===== src/rtl/mem_stage.sv =====
// MEM pipeline stage: word load/store over a request/grant + strobe/ready bus,
// alignment check, optional bus-wait timeout, and the MEM pipeline register.
module mem_stage #(
  parameter int WAIT_TIMEOUT = 0
) (
  input  logic        clk,
  input  logic        reset,
  input  logic        stall,
  input  logic        flush,
  input  logic [29:0] ex_pc,
  input  logic        ex_en_,
  input  logic        ex_br_flag,
  input  logic [1:0]  ex_mem_op,
  input  logic [31:0] ex_mem_wr_data,
  input  logic [1:0]  ex_ctrl_op,
  input  logic [4:0]  ex_dst_addr,
  input  logic        ex_gpr_we_,
  input  logic [2:0]  ex_exp_code,
  input  logic [31:0] ex_out,
  input  logic [31:0] bus_rd_data,
  input  logic        bus_rdy_,
  input  logic        bus_grnt_,
  output logic        bus_req_,
  output logic [29:0] bus_addr,
  output logic        bus_as_,
  output logic        bus_rw,
  output logic [31:0] bus_wr_data,
  output logic        mem_busy,
  output logic [31:0] mem_fwd_data,
  output logic [29:0] mem_pc,
  output logic        mem_en_,
  output logic        mem_br_flag,
  output logic [1:0]  mem_ctrl_op,
  output logic [4:0]  mem_dst_addr,
  output logic        mem_gpr_we_,
  output logic [2:0]  mem_exp_code,
  output logic [31:0] mem_out
);

  // state  | meaning
  // IDLE   | no access in flight; issues request when EX holds an aligned LDW/STW
  // REQ    | bus requested, waiting for grant
  // ACCESS | strobe asserted, waiting for ready (or timeout)
  // DONE   | access finished under stall; result held so the instruction is not re-issued
  typedef enum logic [1:0] {IDLE, REQ, ACCESS, DONE} state_t;

  localparam logic [1:0] OP_LDW = 2'b01;
  localparam logic [1:0] OP_STW = 2'b10;
  localparam logic [2:0] EXP_MISS_ALIGN = 3'd2;
  localparam logic [2:0] EXP_BUS_ERR    = 3'd3;
  localparam int TW = 16;
  localparam logic [TW-1:0] TMR_LOAD = (WAIT_TIMEOUT > 0) ? TW'(WAIT_TIMEOUT - 1) : '0;

  state_t        state, state_nxt;
  logic [31:0]   rd_buf;
  logic          err_buf;
  logic [TW-1:0] tmr;
  logic          flush_pend;

  logic        is_mem, is_load, misalign, need, timeout, acc_rdy, bus_err, hold;
  logic [2:0]  exp_nxt;

  assign is_mem   = ~ex_en_ & (ex_mem_op == OP_LDW || ex_mem_op == OP_STW);
  assign is_load  = (ex_mem_op == OP_LDW);
  assign misalign = is_mem & (ex_out[1:0] != 2'b00);
  // reset gating keeps strobes released while reset is held
  assign need     = is_mem & (ex_exp_code == 3'd0) & (ex_out[1:0] == 2'b00) & ~reset;
  assign acc_rdy  = ~bus_rdy_;
  assign timeout  = (WAIT_TIMEOUT > 0) && (tmr == '0) && bus_rdy_;

  always_comb begin
    state_nxt    = state;
    bus_req_     = 1'b1;
    bus_as_      = 1'b1;
    bus_rw       = 1'b1;
    bus_addr     = '0;
    bus_wr_data  = '0;
    mem_busy     = 1'b0;
    bus_err      = 1'b0;
    mem_fwd_data = ex_out;
    case (state)
      IDLE: begin
        if (need) begin
          bus_req_  = 1'b0;
          mem_busy  = 1'b1;
          state_nxt = bus_grnt_ ? REQ : ACCESS;
        end
      end
      REQ: begin
        bus_req_ = 1'b0;
        mem_busy = 1'b1;
        if (!bus_grnt_) state_nxt = ACCESS;
      end
      ACCESS: begin
        bus_req_    = 1'b0;
        bus_as_     = 1'b0;
        bus_addr    = ex_out[31:2];
        bus_rw      = is_load;
        bus_wr_data = ex_mem_wr_data;
        if (acc_rdy) begin
          if (is_load) mem_fwd_data = bus_rd_data;
          state_nxt = stall ? DONE : IDLE;
        end else if (timeout) begin
          bus_err   = 1'b1;
          state_nxt = stall ? DONE : IDLE;
        end else begin
          mem_busy = 1'b1;
        end
      end
      DONE: begin
        bus_err = err_buf;
        if (is_load && !err_buf) mem_fwd_data = rd_buf;
        if (!stall) state_nxt = IDLE;
      end
      default: state_nxt = IDLE;
    endcase
  end

  always_comb begin
    exp_nxt = 3'd0;
    if (ex_exp_code != 3'd0) exp_nxt = ex_exp_code;
    else if (misalign)       exp_nxt = EXP_MISS_ALIGN;
    else if (bus_err)        exp_nxt = EXP_BUS_ERR;
  end

  assign hold = stall | mem_busy;

  always_ff @(posedge clk) begin
    if (reset) begin
      state      <= IDLE;
      rd_buf     <= '0;
      err_buf    <= 1'b0;
      tmr        <= '0;
      flush_pend <= 1'b0;
    end else begin
      state <= state_nxt;
      if (state != ACCESS && state_nxt == ACCESS) tmr <= TMR_LOAD;
      else if (state == ACCESS)                   tmr <= tmr - 1'b1;
      if (state == ACCESS) begin
        if (acc_rdy) rd_buf <= bus_rd_data;
        err_buf <= bus_err;
      end
      // a flush that lands while the bus cycle is still running is remembered
      if (!hold)                            flush_pend <= 1'b0;
      else if (flush && mem_busy && !stall) flush_pend <= 1'b1;
    end
  end

  always_ff @(posedge clk) begin
    if (reset || (!hold && (flush || flush_pend))) begin
      mem_pc       <= '0;
      mem_en_      <= 1'b1;
      mem_br_flag  <= 1'b0;
      mem_ctrl_op  <= '0;
      mem_dst_addr <= '0;
      mem_gpr_we_  <= 1'b1;
      mem_exp_code <= '0;
      mem_out      <= '0;
    end else if (!hold) begin
      mem_pc       <= ex_pc;
      mem_en_      <= ex_en_;
      mem_br_flag  <= ex_br_flag;
      mem_ctrl_op  <= ex_ctrl_op;
      mem_dst_addr <= ex_dst_addr;
      mem_gpr_we_  <= ex_gpr_we_ | (misalign && ex_exp_code == 3'd0) | bus_err;
      mem_exp_code <= exp_nxt;
      mem_out      <= mem_fwd_data;
    end
  end

endmodule


===== config.mk =====
export PLATFORM = sky130hd
export DESIGN_NAME = mem_stage
export DESIGN_NICKNAME = d
export VERILOG_FILES = /design/src/rtl/mem_stage.sv
export SDC_FILE = /design/constraint.sdc
export NUM_CORES = 1
export LEC_CHECK = 0
export BUFFER_PORTS_ARGS = -buffer_cell sky130_fd_sc_hd__buf_2
export CAP_MARGIN = 10
export CORE_AREA = 2 2 125 127
export CTS_BUF_LIST = sky130_fd_sc_hd__clkbuf_8
export DETAILED_ROUTE_END_ITERATION = 7
export DIE_AREA = 0 0 127 129
export PLACE_DENSITY = 0.68
export SETUP_SLACK_MARGIN = 0.4
export SLEW_MARGIN = 0
export SYNTH_ARGS = -nofsm -noshare
export SYNTH_HDL_FRONTEND = slang
export SYNTH_SLANG_ARGS = --single-unit

===== constraint.sdc =====
create_clock -name clk -period 4.4 [get_ports clk]
set_input_delay 0.88 -clock clk [delete_from_list [all_inputs] [get_ports clk]]
set_output_delay 0.88 -clock clk [all_outputs]
set_load 0.01 [all_outputs]

==> results by stage <==
Routing:
- After detailed routing, the number of remaining DRC violations is 0.
- The pre-antenna-repair detailed-routing pass consisted of 6 iterations.
- After detailed routing, the total wire length is 19.0 mm.
- Detailed routing placed a total of ~9.5 mm of wire on met2.
- The violation count after the first detailed-routing iteration is 396.
- The amount of wire on met3 after detailed routing is roughly 1.4 mm.
- Dividing the detail-routed wire length by the instance count gives about 16 microns.
- After detailed routing, no signal wire sits above met5.
- The detailed router put a total of ~7.6 mm of wire on met1.
- The post-route antenna net violation count is 0.
- Detailed routing inserted a total of 5976 vias.
- The via-per-instance ratio is around 5.2.

Yosys:
- Of the total synthesized cell area, the portion taken by XOR and XNOR cells is 0.
- The proportion of register bits with asynchronous set or reset after synthesis is 0.
- Of the total synthesized cell area, the portion taken by AND, OR, NAND and NOR gates is 0.302.
- Counting flops and latches in the post-synthesis netlist gives ~110.
- The share of the Yosys chip area taken by registers is 0.410.
- A synthesized cell averages approximately 7.9 sq um.
- In this run the cell area of the synthesized design comes to 5420 sq um.
- Of the total synthesized cell area, the portion taken by full adders, half adders and majority gates is 0.00231.
- For this run, the leading register cell type out of synthesis is sky130_fd_sc_hd__dfxtp_1.
- When the netlist entered floorplanning its net count stood at 834.
- The synthesized netlist contains 37 unique library cells.
- The portion of synthesized area spent on multiplexers is 0.0185.
- By area, the combinational part of the netlist is dominated by simple AND/OR/NAND/NOR gates.
- The count of flip-flops with a built-in enable after synthesis is 0.
- The number of warnings reported in the yosys synthesis log is 0.
- The compound-cell area share of the yosys netlist is 0.197.
- The count of mapped cells out of synthesis is approximately 690.

Layout:
- The cell area after layout is around 7400 sq um.
- Of the cells placed in the final design, the portion with a size suffix greater than 1 is 0.370.
- Leaving out fill and tap cells, the most frequent cells in the layout are sky130_fd_sc_hd__buf_2, sky130_fd_sc_hd__nand2_1, sky130_fd_sc_hd__dfxtp_1.
- The number of antenna diodes in the final layout is 0.
- From synthesis to final layout, the design area changed by 36.0%.
- The count of nets after finishing is ~1100.
- Once layout is complete, the utilization of the core stands at 0.492.
- The most common cell after layout, fill and taps aside is sky130_fd_sc_hd__buf_2.

Worst setup path:
- Traced cell by cell, the critical path runs through buf_2 > inv_1 > ha_1 > nand2b_1 > nor2_1 > buf_4 > a222oi_1 > inv_1 > buf_2.
- The classification of the worst setup path is input port to output port.
- The worst setup path is launched from an input port.
- In this design, the stage delay of the slowest critical-path cell is 0.68 ns.
- The type of destination of the critical path is an output port.
- The largest driver fanout on the critical path is 11.
- At the worst endpoint, the arrival time is roughly 2.9 ns.
- The worst-path cell with the longest stage delay is sky130_fd_sc_hd__nor2_1.
- At the worst endpoint, the required time is between 3 and 4 ns.
- In this run the register-to-register setup slack is 1.85 ns.
- Counting cells, the worst reg-to-reg path comes to 7.

Power:
- The leakage power figure is between 3 and 4 nW.
- The total power per unit cell area is 272 nW/um^2.
- The net switching power is 574 uW.
- The net switching share of the total power is 0.286.
- The fraction of power consumed by the clock network is 0.330.
- The sequential fraction of design power is 0.521.
- Internal power comes to ~1.4 mW.
- IR analysis of the VDD net gives a maximum drop of between 0.15 and 0.2 mV.
- The combinational share of power is 0.148.

Floorplan:
- The die covers around 16000 sq um.
- The height of the die is about 130 microns.
- The core region area is approximately 15000 sq um.
- The initial core utilization is 0.362.
- After floorplanning, the core was divided into between 40 and 50 placement rows.
- In this run the count of I/O pins placed on the die edge is 320.
- The overall die width is 127 microns.

Place:
- At the placement stage, the worst setup path has a slack of approximately 0.65 ns.
- The number of buffer cells added on primary ports is 319.
- Routability-driven placement finished with a final weighted congestion of 0.829.
- In this run the cell area measured after placement is ~7100 sq um.
- The post-DP HPWL is around 13 mm.

Clock network:
- No sink is reached through more buffers than the 2 on the longest clock path.
- The number of buffers added to fix hold violations after cts is 0.
- The TritonCTS buffer count is 9.
- After clock tree synthesis, the clock-pin slew on the worst setup and hold paths is 0.10 ns.
- The tree is rooted in a sky130_fd_sc_hd__clkbuf_8.
- The clock drives 111 sinks.
- The number of buffers inserted by post-CTS setup repair is 0.
- The H-tree generated during clock tree synthesis spans 3 levels.
- The clock tree from TritonCTS is yes.
- Gates resized during post-CTS repair numbered 0.
- The clock latency reported for the late side of the worst-skew pair is 0.39 ns.

Timing:
- The transition at the pin with the smallest max-transition slack is approximately 1.1 ns.
- The clock period could shrink to around 3.7 ns.
- Setup repair after global routing left no endpoint under its margin.
- Static timing analysis puts the maximum clock frequency at between 200 and 300 MHz.
- The total negative slack is 0 ns.
- The final count of hold timing violations is 0.
- The worst pin sits at a relative slew slack of 0.235.
- The max-slew violation count is 0.
- Hold is met by around 0.45 ns.
- The post-route clock period utilization is 0.852.
- Across the routed clock network, the largest skew measured is about 0.017 ns.
- The worst path meets setup with about 0.65 ns of slack.
- Setup violations remaining at the end of the flow were counted as 0.

Min path:
- In this run the worst hold path is classified as flip-flop to flip-flop.
- The worst hold path was traced through 2 stages.

Job:
- The max-capacitance violation count is 0.

GRT:
- The total overflow reported by the global router is 0.
- The number of antenna violations at the first check in global routing is 2.
- Entering global routing, the biggest net connects 66 pins.
- The first global-routing pass estimated between 20 and 30 mm of wire.
- The global router's overall resource usage is 0.220.
- The via count of the first global-routing pass is 5431.

Outcome:
- The run finished with clean final reports.
## per-layer routing
metal  GRT usage  up-vias
met1       0.262     2735
met2       0.383      263
met3      0.0516       32
met4      0.0892        4
met5           0        -
li1            -     2942
## cell usage after synthesis (2+ instances only)
cell type | n | area share
sky130_fd_sc_hd__nor3_1 | 3 | 0.0028
sky130_fd_sc_hd__a221oi_1 | 10 | 0.016
sky130_fd_sc_hd__buf_1 | 3 | 0.0021
sky130_fd_sc_hd__and2_1 | 72 | 0.083
sky130_fd_sc_hd__o21a_1 | 2 | 0.0028
sky130_fd_sc_hd__nand3_1 | 51 | 0.047
sky130_fd_sc_hd__nand3b_1 | 22 | 0.030
sky130_fd_sc_hd__o21bai_1 | 2 | 0.0028
sky130_fd_sc_hd__nand2_1 | 118 | 0.082
sky130_fd_sc_hd__nand2b_1 | 3 | 0.0035
sky130_fd_sc_hd__o211ai_1 | 2 | 0.0028
sky130_fd_sc_hd__nor3b_1 | 2 | 0.0028
sky130_fd_sc_hd__or3_1 | 2 | 0.0023
sky130_fd_sc_hd__a222oi_1 | 21 | 0.039
sky130_fd_sc_hd__nor2_1 | 11 | 0.0076
sky130_fd_sc_hd__inv_1 | 26 | 0.018
sky130_fd_sc_hd__and4b_1 | 10 | 0.018
sky130_fd_sc_hd__mux2i_1 | 10 | 0.018
sky130_fd_sc_hd__nor2b_1 | 12 | 0.014
sky130_fd_sc_hd__buf_4 | 4 | 0.0055
sky130_fd_sc_hd__o21ai_0 | 11 | 0.010
sky130_fd_sc_hd__dfxtp_1 | 111 | 0.41
sky130_fd_sc_hd__o31ai_1 | 21 | 0.029
sky130_fd_sc_hd__buf_2 | 17 | 0.016
sky130_fd_sc_hd__nor4_4 | 2 | 0.0078
sky130_fd_sc_hd__clkbuf_1 | 41 | 0.028
sky130_fd_sc_hd__a21oi_1 | 87 | 0.080
## final cells by class
type,count,area (sq um)
fillers,1536,7600
flip-flops and latches,111,2220
inverters,26,97.6
multi-input cells,484,2850
well taps,188,235
repair buffers,334,1760
clock buffers,9,124
clock inverters,7,86.3
## power by group through the flow
| stage | Sequential [mW] | Combinational, mW | Clock [mW] |
|---|---|---|---|
| after floorplan | 1.08 | 0.127 | 0 |
| after global placement | 1.07 | 0.298 | 0 |
| after detailed placement | 1.07 | 0.298 | 0 |
| after CTS | 1.05 | 0.299 | 0.688 |
| after global routing | 1.05 | 0.325 | 0.721 |
| final | 1.05 | 0.298 | 0.662 |
## worst max-delay path, delay by kind of cell
kind            cells  cell delay (ns)
simple gates        2             0.80
buf+inv             5             0.66
fa+ha+maj           1             0.36
compound gates      1             0.14
## path summary, 6_finish.rpt
| check | startpoint | endpoint |
|---|---|---|
| worst max-delay path | ex_mem_op[1] | mem_fwd_data[2] |
| worst min-delay path | mem_br_flag | mem_br_flag |
| worst max register to register | state[0] | mem_out[9] |
| worst min register to register | mem_br_flag | mem_br_flag |
## stage by stage
stage	power [mW]	cells
2_1_floorplan	1.21	686
3_3_place_gp	1.36	1142
3_5_place_dp	1.37	1142
4_1_cts	2.03	1158
5_1_grt	2.09	1159
6_report	2.01	1159
## sequential cells by signal, summed over array words and instances, names as in the netlist
name,count
mem_br_flag,1
mem_pc,30
err_buf,1
mem_en_,1
flush_pend,1
mem_ctrl_op,2
rd_buf,32
state,2
mem_dst_addr,5
mem_gpr_we_,1
mem_out,32
mem_exp_code,3
## kinds of logic (layout without fill, tap and decap cells)
family	count (synthesis)	count (layout)
compound gates	164	164
buf+inv	91	376
mux	10	10
simple gates	309	309
flops	111	111
fa+ha+maj	1	1
No activity file was read; power rests on OpenSTA's default activity.
